===== src/rtl/fetch_pkg.sv =====
// Shared types and default parameter values for the fetch PC unit.
package fetch_pkg;

   localparam int FETCH_ADDR_W   = 8;
   localparam int FETCH_PC_INC   = 4;
   localparam int FETCH_RESET_PC = 0;

   typedef enum logic {
      RUN        = 1'b0,
      HOLD_REDIR = 1'b1
   } state_e;

endpackage


===== src/rtl/fetch_pc_prio_mux.sv =====
// Combinational fixed-priority redirect select: highest asserted source index wins.
module fetch_pc_prio_mux
   import fetch_pkg::*;
#(
   parameter int ADDR_W  = FETCH_ADDR_W,
   parameter int NUM_SRC = 4
) (
   input  logic [NUM_SRC*ADDR_W-1:0] src_pc,
   input  logic [NUM_SRC-1:0]        src_valid,
   output logic [ADDR_W-1:0]         winner,
   output logic                      any_valid
);

   // Ascending scan so a later (higher) index overrides any lower one.
   always_comb begin
      winner    = '0;
      any_valid = 1'b0;
      for (int i = 0; i < NUM_SRC; i++) begin
         if (src_valid[i]) begin
            winner    = src_pc[i*ADDR_W +: ADDR_W];
            any_valid = 1'b1;
         end
      end
   end

endmodule


===== src/rtl/fetch_pc_unit.sv =====
// Fetch PC register with prioritized redirects and a one-entry pending redirect held across stalls.
// Optional alignment check enabled by defining FETCH_PC_ALIGN_CHECK_EN.
module fetch_pc_unit
   import fetch_pkg::*;
#(
   parameter int ADDR_W   = FETCH_ADDR_W,
   parameter int NUM_SRC  = 4,
   parameter int PC_INC   = FETCH_PC_INC,
   parameter int RESET_PC = FETCH_RESET_PC
) (
   input  logic                      clk,
   input  logic                      reset_n,
   input  logic [NUM_SRC*ADDR_W-1:0] src_pc,
   input  logic [NUM_SRC-1:0]        src_valid,
   input  logic                      stall,
   output logic [ADDR_W-1:0]         pc_out,
   output logic                      redirect_taken,
   output logic                      redirect_pending,
   output logic                      misalign_err,
   output state_e                    state_dbg
);

   // Handshake: src_valid is a request with no ready; it is consumed on the edge
   // where it is sampled, either into pc_out (stall low) or into the pending
   // register (stall high), where a newer request replaces an older one.

   logic [ADDR_W-1:0] winner;
   logic              any_valid;

   state_e            state_q, state_d;
   logic [ADDR_W-1:0] pc_q, pc_d;
   logic [ADDR_W-1:0] pend_q, pend_d;
   logic              taken_q, taken_d;

   fetch_pc_prio_mux #(
      .ADDR_W  (ADDR_W),
      .NUM_SRC (NUM_SRC)
   ) u_prio_mux (
      .src_pc    (src_pc),
      .src_valid (src_valid),
      .winner    (winner),
      .any_valid (any_valid)
   );

   always_ff @(posedge clk or negedge reset_n) begin
      if (!reset_n) begin
         state_q <= RUN;
         pc_q    <= ADDR_W'(RESET_PC);
         pend_q  <= '0;
         taken_q <= 1'b0;
      end else begin
         state_q <= state_d;
         pc_q    <= pc_d;
         pend_q  <= pend_d;
         taken_q <= taken_d;
      end
   end

   always_comb begin
      state_d = state_q;
      pc_d    = pc_q;
      pend_d  = pend_q;
      taken_d = 1'b0;
      case (state_q)
         RUN: begin
            if (!stall) begin
               if (any_valid) begin
                  pc_d    = winner;
                  taken_d = 1'b1;
               end else begin
                  pc_d = pc_q + ADDR_W'(PC_INC);
               end
            end else if (any_valid) begin
               pend_d  = winner;
               state_d = HOLD_REDIR;
            end
         end
         HOLD_REDIR: begin
            if (!stall) begin
               // A live request in the release cycle supersedes the parked one.
               pc_d    = any_valid ? winner : pend_q;
               pend_d  = '0;
               taken_d = 1'b1;
               state_d = RUN;
            end else if (any_valid) begin
               pend_d = winner;
            end
         end
         default: begin
            state_d = RUN;
            pend_d  = '0;
         end
      endcase
   end

   assign pc_out           = pc_q;
   assign redirect_taken   = taken_q;
   assign redirect_pending = (state_q == HOLD_REDIR);
   assign state_dbg        = state_q;

`ifdef FETCH_PC_ALIGN_CHECK_EN
   localparam logic [ADDR_W-1:0] ALIGN_MASK = ADDR_W'(PC_INC - 1);
   logic err_q;

   // Every sampled winner lands in pc_out or the pending register, so checking
   // the winner covers both load paths.
   always_ff @(posedge clk or negedge reset_n) begin
      if (!reset_n) begin
         err_q <= 1'b0;
      end else if (any_valid && ((winner & ALIGN_MASK) != '0)) begin
         err_q <= 1'b1;
      end
   end

   assign misalign_err = err_q;
`else
   assign misalign_err = 1'b0;
`endif

endmodule


===== config.mk =====
export PLATFORM = sky130hd
export DESIGN_NAME = fetch_pc_unit
export DESIGN_NICKNAME = d
export VERILOG_FILES = /design/src/rtl/fetch_pkg.sv /design/src/rtl/fetch_pc_prio_mux.sv /design/src/rtl/fetch_pc_unit.sv
export SDC_FILE = /design/constraint.sdc
export NUM_CORES = 1
export LEC_CHECK = 0
export ABC_AREA = 0
export BUFFER_PORTS_ARGS = -buffer_cell sky130_fd_sc_hd__buf_4
export CAP_MARGIN = 30
export CORE_ASPECT_RATIO = 1.5
export CORE_MARGIN = 2
export CORE_UTILIZATION = 30
export DETAILED_ROUTE_END_ITERATION = 10
export PLACE_DENSITY = 0.68
export SYNTH_ARGS = -nofsm -noshare
export SYNTH_HDL_FRONTEND = slang
export SYNTH_SLANG_ARGS = --single-unit

===== constraint.sdc =====
create_clock -name clk -period 1.35 [get_ports clk]
set_input_delay 0.135 -clock clk [delete_from_list [all_inputs] [get_ports clk]]
set_output_delay 0.135 -clock clk [all_outputs]
set_load 0.02 [all_outputs]

==> results.json, run 1 <==
{
  "max_stage_delay_ns": 0.49,
  "ys_seq_area_share_pct": 38.0,
  "grt_pass1_vias": 1185,
  "die_area_um2": 4480,
  "power.switching_mw": 0.506,
  "synth_area_leader_cell": "dfrtp_1",
  "status": "finished with violations",
  "finClkSkew_ns": 0.00553,
  "reg2reg_to": "pc_out[7]",
  "hpwl_um": 2660,
  "final_layout_size_suffix_gt1_share_pct": 45.3,
  "netlist_instances": 137,
  "wl_um": 3410,
  "critPathBufInv": 0,
  "syn_area_per_cell_um2": 8.66,
  "drcViolationCount": 0,
  "finalWorstSetupSlack_ns": -0.00187,
  "whs_ns": 0.156,
  "antenna_found_initial": 0,
  "die_y_um": 81.0,
  "pin_count": 51,
  "reg2reg_from": "pc_out[2]",
  "leakagePower_nw": 0.848,
  "hold_viol": 0,
  "worstSetupStartpoint": "pc_out[2]",
  "power.density_nw_per_um2": 898,
  "viasPerCell": 5.24,
  "grt_overflow": 0,
  "routabilityCongestion": 0.887,
  "clkPwrFrac_pct": 27.2,
  "dr_total_vias": 1300,
  "rsz0062_at_grt": "yes",
  "path_delay_family": "simple AND/OR/NAND/NOR gates",
  "setup_tns_ns": -0.00187,
  "final.fill_count": 389,
  "start_kind": "register",
  "cap_viol_max_count": 0,
  "switching_share_pct": 30.5,
  "clock_latency_ns": 0.26,
  "critical_path_cell_count": 4,
  "r2r_slack_ns": -0.002,
  "core_um2": 3850,
  "area_growth_pct": 55.6,
  "die_w_um": 55.3,
  "cts_buffer_depth": 2,
  "initialDrtViolationCount": 42,
  "reg2reg_depth": 4,
  "violations": "negative setup slack",
  "ys_seq_elements": 18,
  "cts_buffers": 3,
  "layout_min_cycle_time_ns": 1.35,
  "yosys_warnings": 0,
  "synthArstFlopShare_pct": 100,
  "period_share_pct": 100,
  "start_util_pct": 30.8,
  "synth_fp_nets": 177,
  "power.share.sequential_pct": 39.8,
  "finalMaxSlewViolations": 0,
  "antenna_left": 0,
  "hp-class": "in -> reg",
  "crit_slowest_cell": "or4b_4",
  "crit_end": "pc_out[7]",
  "endpoint_kind": "register",
  "finalSetupViolCount": 1,
  "nNetsFinal": 244,
  "ys_types": 43,
  "antennaDiodeCount": 0,
  "worstSetupPathType": "reg -> reg",
  "vdd.ir_drop.worst_v": 0.000500,
  "rows": 28,
  "path_max_fanout": 4,
  "synth_top_area_share_pct": 38.0,
  "p_comb_share_pct": 33.0,
  "crit_chain": "and3_4 > nand3_4 > or4b_4 > o2111ai_2",
  "internal_power_mw": 1.15,
  "grt_pass1_wl_um": 5450,
  "cts_tree": "built",
  "h-tree-depth": 1,
  "regArea_um2": 454,
  "grt_start_max_net_pins": 19,
  "multiInputGateArea_um2": 692,
  "ys_top_cells_by_area": "dfrtp_1 38%, o21ai_0 4.6%, a221o_1 4.2%",
  "cts_root_buf": "clkbuf_8",
  "port_buffers": 49,
  "max_freq_mhz": 740,
  "dr.pass1.iters": 4,
  "synthFlopType": "dfrtp_1",
  "numClockSinks": 18,
  "routedWlPerCell_um": 13.8,
  "grt.total_usage_pct": 15.1,
  "arrival_ns": 1.53,
  "mappedNetlistArea_um2": 1190,
  "synth_edf_count": 0,
  "critPathRequiredTime_ns": 1.53,
  "layout_commonest_cell": "buf_4",
  "most-common-layout-cells": "74 x buf_4, 15 x dfrtp_1, 12 x nand2_1",
  "place_ws_ns": -0.199,
  "cts.reportedPaths.clkPinSlew_ns": 0.06
}
==> layout make-up <==
type / instances / share of cell area [%]
inverter: 6 / 1.22
clock buffer: 4 / 2.98
sequential: 18 / 24.6
tap: 45 / 3.05
timing repair buffer: 75 / 30.6
multi-input combinational: 100 / 37.5
==> sequential cells by signal (all words and copies together), names as in the netlist <==
register,cells
pc_out,8
pend_q,8
redirect_pending,1
redirect_taken,1
==> cell families after synthesis <==
kind of cell	Yosys count	synth area share [%]
simple gates	43	19.7
other cells	1	0.316
buf+inv	19	8.12
compound gates	54	32.0
fa+ha+maj	1	1.05
flops	18	38.0
mux	1	0.844
==> worst min-delay path by stage <==
stage	start	to	slack, ns	depth (start not counted)
after floorplan	reset_n	pc_out[0]	-0.16	0
after global placement	reset_n	pc_out[1]	0.01	1
after detailed placement	reset_n	redirect_taken	0.01	1
after CTS	src_pc[30]	pc_out[6]	0.17	3
after global routing	src_pc[30]	pc_out[6]	0.19	3
final	src_pc[30]	pc_out[6]	0.16	3
==> synthesized netlist by cell type, types with 4 or more instances <==
| master | number |
|---|---|
| o21ai_0 | 11 |
| nand2_1 | 12 |
| inv_1 | 6 |
| a32oi_1 | 4 |
| dfrtp_1 | 18 |
| nor2b_1 | 5 |
| a21oi_1 | 9 |
| a22oi_1 | 5 |
| a31oi_1 | 4 |
| nand3_1 | 5 |
| a221o_1 | 5 |
| nor2_1 | 8 |
| clkbuf_1 | 6 |
==> routing by layer <==
metal | GRT usage (%) | wire, um | part of all wire (%)
met5 | 0 | 0 | 0
met4 | 6.59 | 65 | 1.9
met3 | 1.11 | 168 | 4.9
met2 | 27.6 | 1810 | 53
met1 | 18.0 | 1370 | 40
==> worst reg2reg max path: stages, from the launching register on <==
cell and delay (ns):
dfrtp_2 0.41, and3_4 0.21, nand3_4 0.08, or4b_4 0.49, o2111ai_2 0.07
==> stage by stage <==
step | power (mW) | utilization, % | instance area [um2] | cells
after floorplan | 0.905 | - | 1190 | 137
after global placement | 1.17 | 44.6 | 1720 | 242
after detailed placement | 1.18 | 44.6 | 1720 | 242
after CTS | 1.63 | 46.6 | 1790 | 247
after global routing | 1.74 | 47.9 | 1850 | 248
final | 1.66 | 47.9 | 1850 | 248
==> power groups by stage <==
stage / registers, mW / clock network, mW / logic (mW)
floorplan: 0.702 / 0 / 0.203
global placement: 0.658 / 0 / 0.510
detailed placement: 0.659 / 0 / 0.517
CTS: 0.653 / 0.448 / 0.527
global route: 0.669 / 0.467 / 0.599
finish: 0.659 / 0.451 / 0.547
==> what timing repair did <==
item	in CTS	in global routing
hold buffers	1	0
buffers inserted	0	1
pin swaps	1	1
hold endpoints to repair	18	0
setup endpoints to repair	1	11
gates resized for setup	2	9
Note: power is estimated with default switching activity, not from simulation.
==> run 2: changes to the inputs <==
--- a/config.mk
+++ b/config.mk
@@ -11,6 +11,7 @@
 export CORE_ASPECT_RATIO = 1.5
 export CORE_MARGIN = 2
 export CORE_UTILIZATION = 30
+export CTS_BUF_LIST = sky130_fd_sc_hd__clkbuf_8 sky130_fd_sc_hd__clkbuf_16
 export DETAILED_ROUTE_END_ITERATION = 10
 export PLACE_DENSITY = 0.68
 export SYNTH_ARGS = -nofsm -noshare
==> constraint.sdc (replaced) <==
create_clock -name clk -period 1.35 [get_ports clk]
set_input_delay 0.27 -clock clk [delete_from_list [all_inputs] [get_ports clk]]
set_output_delay 0.27 -clock clk [all_outputs]
set_load 0.02 [all_outputs]
==> results.json, run 2 (synthesis results as in run 1) <==
{
  "die_area_um2": 4480,
  "vdd.ir_drop.worst_v": 0.000468,
  "finalSetupViolCount": 2,
  "viasPerCell": 5.23,
  "nNetsFinal": 243,
  "cts.reportedPaths.clkPinSlew_ns": 0.07,
  "grt_pass1_wl_um": 5460,
  "h-tree-depth": 1,
  "grt_start_max_net_pins": 21,
  "pin_count": 51,
  "port_buffers": 49,
  "finalWorstSetupSlack_ns": -0.0499,
  "die_y_um": 81.0,
  "clock_latency_ns": 0.25,
  "cts_tree": "built",
  "dr_total_vias": 1293,
  "hpwl_um": 2640,
  "regArea_um2": 453,
  "drcViolationCount": 0,
  "leakagePower_nw": 0.855,
  "cts_buffer_depth": 2,
  "layout_commonest_cell": "buf_4",
  "antenna_found_initial": 0,
  "arrival_ns": 1.57,
  "final_layout_size_suffix_gt1_share_pct": 45.0,
  "numClockSinks": 18,
  "finClkSkew_ns": 0.00192,
  "wl_um": 3500,
  "cap_viol_max_count": 0,
  "most-common-layout-cells": "66 x buf_4, 16 x dfrtp_1, 12 x nand2_1",
  "max_freq_mhz": 714,
  "initialDrtViolationCount": 29,
  "endpoint_kind": "register",
  "core_um2": 3850,
  "worstSetupPathType": "reg -> reg",
  "final_cell_area_um2": 1890,
  "dpl_cell_area_um2": 1720,
  "violations": "negative setup slack",
  "grt_overflow": 0,
  "power.density_nw_per_um2": 879,
  "dr.pass1.iters": 4,
  "grt_pass1_vias": 1172,
  "rows": 28,
  "rsz0062_at_grt": "yes",
  "hold_viol": 0,
  "setup_tns_ns": -0.0626,
  "antennaDiodeCount": 0,
  "area_growth_pct": 59.1,
  "antenna_left": 0,
  "layout_min_cycle_time_ns": 1.40,
  "routabilityCongestion": 0.798,
  "critPathRequiredTime_ns": 1.52,
  "finalMaxSlewViolations": 0,
  "path_max_fanout": 4,
  "cts_buffers": 3,
  "final.fill_count": 400,
  "status": "finished with violations",
  "grt.total_usage_pct": 15.0,
  "hp-class": "in -> reg",
  "start_util_pct": 30.8,
  "cts_root_buf": "clkbuf_8",
  "period_share_pct": 104,
  "routedWlPerCell_um": 14.2,
  "multiInputGateArea_um2": 707,
  "die_w_um": 55.3,
  "start_kind": "register"
}
==> run 2: report_power, final <==
part / leakage [nW] / internal [mW] / switching (mW)
sequential: 0.216 / 0.600 / 0.0590
combinational: 0.611 / 0.295 / 0.261
clock: 0.0288 / 0.259 / 0.183
==> run 2: worst paths after layout <==
| path | cells after the start | start | slack (ns) | to |
|---|---|---|---|---|
| setup / recovery | 4 | pc_out[3] | -0.05 | pc_out[7] |
| hold / removal | 3 | src_pc[30] | 0.32 | pc_out[6] |
| setup reg to reg | 4 | pc_out[3] | -0.05 | pc_out[7] |
| hold reg to reg | 2 | pend_q[1] | 0.48 | pend_q[1] |
| max in group asynchronous | 2 | reset_n | 0.71 | pc_out[2] |
| min in group asynchronous | 2 | reset_n | 0.42 | pend_q[7] |
==> run 2: timing repair <==
item / in CTS / in global routing
gates resized for setup: 4 / 16
pin swaps: 2 / 6
buffers inserted: 0 / 2
endpoints found under the hold margin: 18 / 0
hold buffers: 1 / 0
setup endpoints to repair: 6 / 14
==> run 2: cell type report <==
cell class	instances	share of cell area, %
Tap cell	45	2.98
Inverter	6	1.19
Sequential cell	18	24.0
Timing Repair Buffer	74	31.4
Clock buffer	4	2.92
Multi-Input combinational cell	100	37.5
==> run 2: layer usage <==
metal  wire length [um]  global-route usage, %  vias up
met1               1440                   18.2      601
met2               1820                   27.1       43
met4                 91                   7.32        0
li1                   -                      -      643
met3                151                  0.796        6
met5                  0                      0        -
==> run 2: worst max-delay path, cell delays in order, from the launching register on <==
cell	delay (ns)
dfrtp_1	0.43
and3_4	0.23
nand3_4	0.07
or4b_1	0.50
o2111ai_1	0.09
==> run 2: metrics by stage <==
step,hold WS [ns],util [%],setup slack (ns),power [mW],instances
2_1_floorplan,-0.0256,-,-0.269,0.904,137
3_3_place_gp,0.152,44.5,-0.318,1.16,240
3_5_place_dp,0.155,44.5,-0.330,1.17,240
4_1_cts,0.321,46.5,-0.0153,1.62,245
5_1_grt,0.331,49.0,-0.0926,1.74,247
6_report,0.320,49.0,-0.0499,1.66,247
==> run 3: changes to the inputs <==
==> constraint.sdc (replaced) <==
create_clock -name clk -period 1.35 [get_ports clk]
set_input_delay 0.2025 -clock clk [delete_from_list [all_inputs] [get_ports clk]]
set_output_delay 0.2025 -clock clk [all_outputs]
set_load 0.02 [all_outputs]
==> results.json, run 3 (synthesis results as in run 1) <==
{
  "power.density_nw_per_um2": 890,
  "nNetsFinal": 244,
  "port_buffers": 49,
  "switching_share_pct": 30.3,
  "cts_buffers": 3,
  "routabilityCongestion": 0.803,
  "h-tree-depth": 1,
  "wl_um": 3350,
  "clock_latency_ns": 0.26,
  "crit_chain": "and3_4 > nand3_4 > or4b_4 > o2111ai_2",
  "leakagePower_nw": 0.856,
  "final_layout_size_suffix_gt1_share_pct": 45.8,
  "initialDrtViolationCount": 29,
  "routedWlPerCell_um": 13.5,
  "rsz0062_at_grt": "yes",
  "clkPwrFrac_pct": 27.1,
  "power.switching_mw": 0.504,
  "finalSetupViolCount": 0,
  "final_cell_area_um2": 1870,
  "cts_root_buf": "clkbuf_8",
  "grt.total_usage_pct": 15.5,
  "cts_tree": "built",
  "endpoint_kind": "register",
  "arrival_ns": 1.52,
  "hp-class": "in -> reg",
  "grt_start_max_net_pins": 19,
  "dr.pass1.iters": 4,
  "viasPerCell": 5.24,
  "critPathRequiredTime_ns": 1.53,
  "cts_buffer_depth": 2,
  "finalMaxSlewViolations": 0,
  "p_comb_share_pct": 33.3,
  "path_max_fanout": 4,
  "start_util_pct": 30.8,
  "pin_count": 51,
  "grt_overflow": 0,
  "finClkSkew_ns": 0.000959,
  "hold_viol": 0,
  "post-route-util_pct": 48.4,
  "power.share.sequential_pct": 39.6,
  "numClockSinks": 18,
  "worstSetupPathType": "reg -> reg",
  "period_share_pct": 99.4,
  "rows": 28,
  "critPathBufInv": 0,
  "grt_pass1_wl_um": 5660,
  "antenna_left": 0,
  "layout_min_cycle_time_ns": 1.34,
  "cts.reportedPaths.clkPinSlew_ns": 0.07,
  "dpl_cell_area_um2": 1720,
  "most-common-layout-cells": "72 x buf_4, 15 x dfrtp_1, 12 x nand2_1",
  "die_y_um": 81.0,
  "max_stage_delay_ns": 0.49,
  "dr_total_vias": 1299,
  "cap_viol_max_count": 0,
  "antenna_found_initial": 0,
  "max_freq_mhz": 745,
  "layout_commonest_cell": "buf_4",
  "internal_power_mw": 1.16,
  "vdd.ir_drop.worst_v": 0.000357,
  "crit_slowest_cell": "or4b_4",
  "antennaDiodeCount": 0,
  "hpwl_um": 2630,
  "setup_tns_ns": 0,
  "core_um2": 3850,
  "drcViolationCount": 0,
  "total_power_mw": 1.66,
  "area_growth_pct": 57.4,
  "grt_pass1_vias": 1282,
  "start_kind": "register",
  "die_w_um": 55.3,
  "status": "complete, no violations",
  "die_area_um2": 4480,
  "path_delay_family": "simple AND/OR/NAND/NOR gates"
}
[run 3: repair_timing]
item / in CTS / in global routing
hold buffers: 1 / 0
endpoints found under the setup margin: 3 / 6
setup buffers: 1 / 2
hold endpoints to repair: 18 / 0
resized for setup: 2 / 11
pin swaps: 0 / 5
[run 3: worst reg2reg max path, cell delays in order (launching register included)]
cell and delay, ns:
dfrtp_2 0.41, and3_4 0.21, nand3_4 0.08, or4b_4 0.49, o2111ai_2 0.07
[run 3: per-stage QoR]
| stage | hold WS (ns) | setup slack (ns) | std cells |
|---|---|---|---|
| floorplan | -0.0931 | -0.202 | 137 |
| CTS | 0.242 | 0.00779 | 246 |
| global route | 0.266 | -0.0411 | 248 |
| global placement | 0.0849 | -0.237 | 240 |
| finish | 0.224 | 0.00775 | 248 |
| detailed placement | 0.0860 | -0.262 | 240 |
[run 3: final timing paths]
check | startpoint | end | slack (ns) | cells past startpoint
worst max-delay path | pc_out[2] | pc_out[7] | 0.008 | 4
worst min-delay path | src_pc[30] | pc_out[6] | 0.22 | 3
worst max register to register | pc_out[2] | pc_out[7] | 0.008 | 4
worst min register to register | pend_q[1] | pend_q[1] | 0.48 | 2
max in group asynchronous | reset_n | redirect_pending | 0.80 | 2
min in group asynchronous | reset_n | redirect_taken | 0.34 | 2
[run 3: cell type report]
class                      instances  area [um2]
multi-input combinational        100         697
inverter                           6        22.5
timing repair buffer              75         582
fill                             362        1990
tap                               45        56.3
clock buffer                       4        55.1
sequential                        18         454
[run 3: per-layer routing]
metal  track usage, %  vias up  wire length (um)
met5                0        -                 0
met4             8.54        0                63
met3             1.27        5               123
met2             27.4       38              1800
met1             18.6      612              1360
li1                 -      644                 -
[run 3: power groups by stage]
stage | logic, mW | clock network [mW] | registers, mW
4_1_cts | 0.523 | 0.456 | 0.652
6_report | 0.553 | 0.451 | 0.659
3_3_place_gp | 0.504 | 0 | 0.658
3_5_place_dp | 0.512 | 0 | 0.661
2_1_floorplan | 0.203 | 0 | 0.702
5_1_grt | 0.605 | 0.479 | 0.671
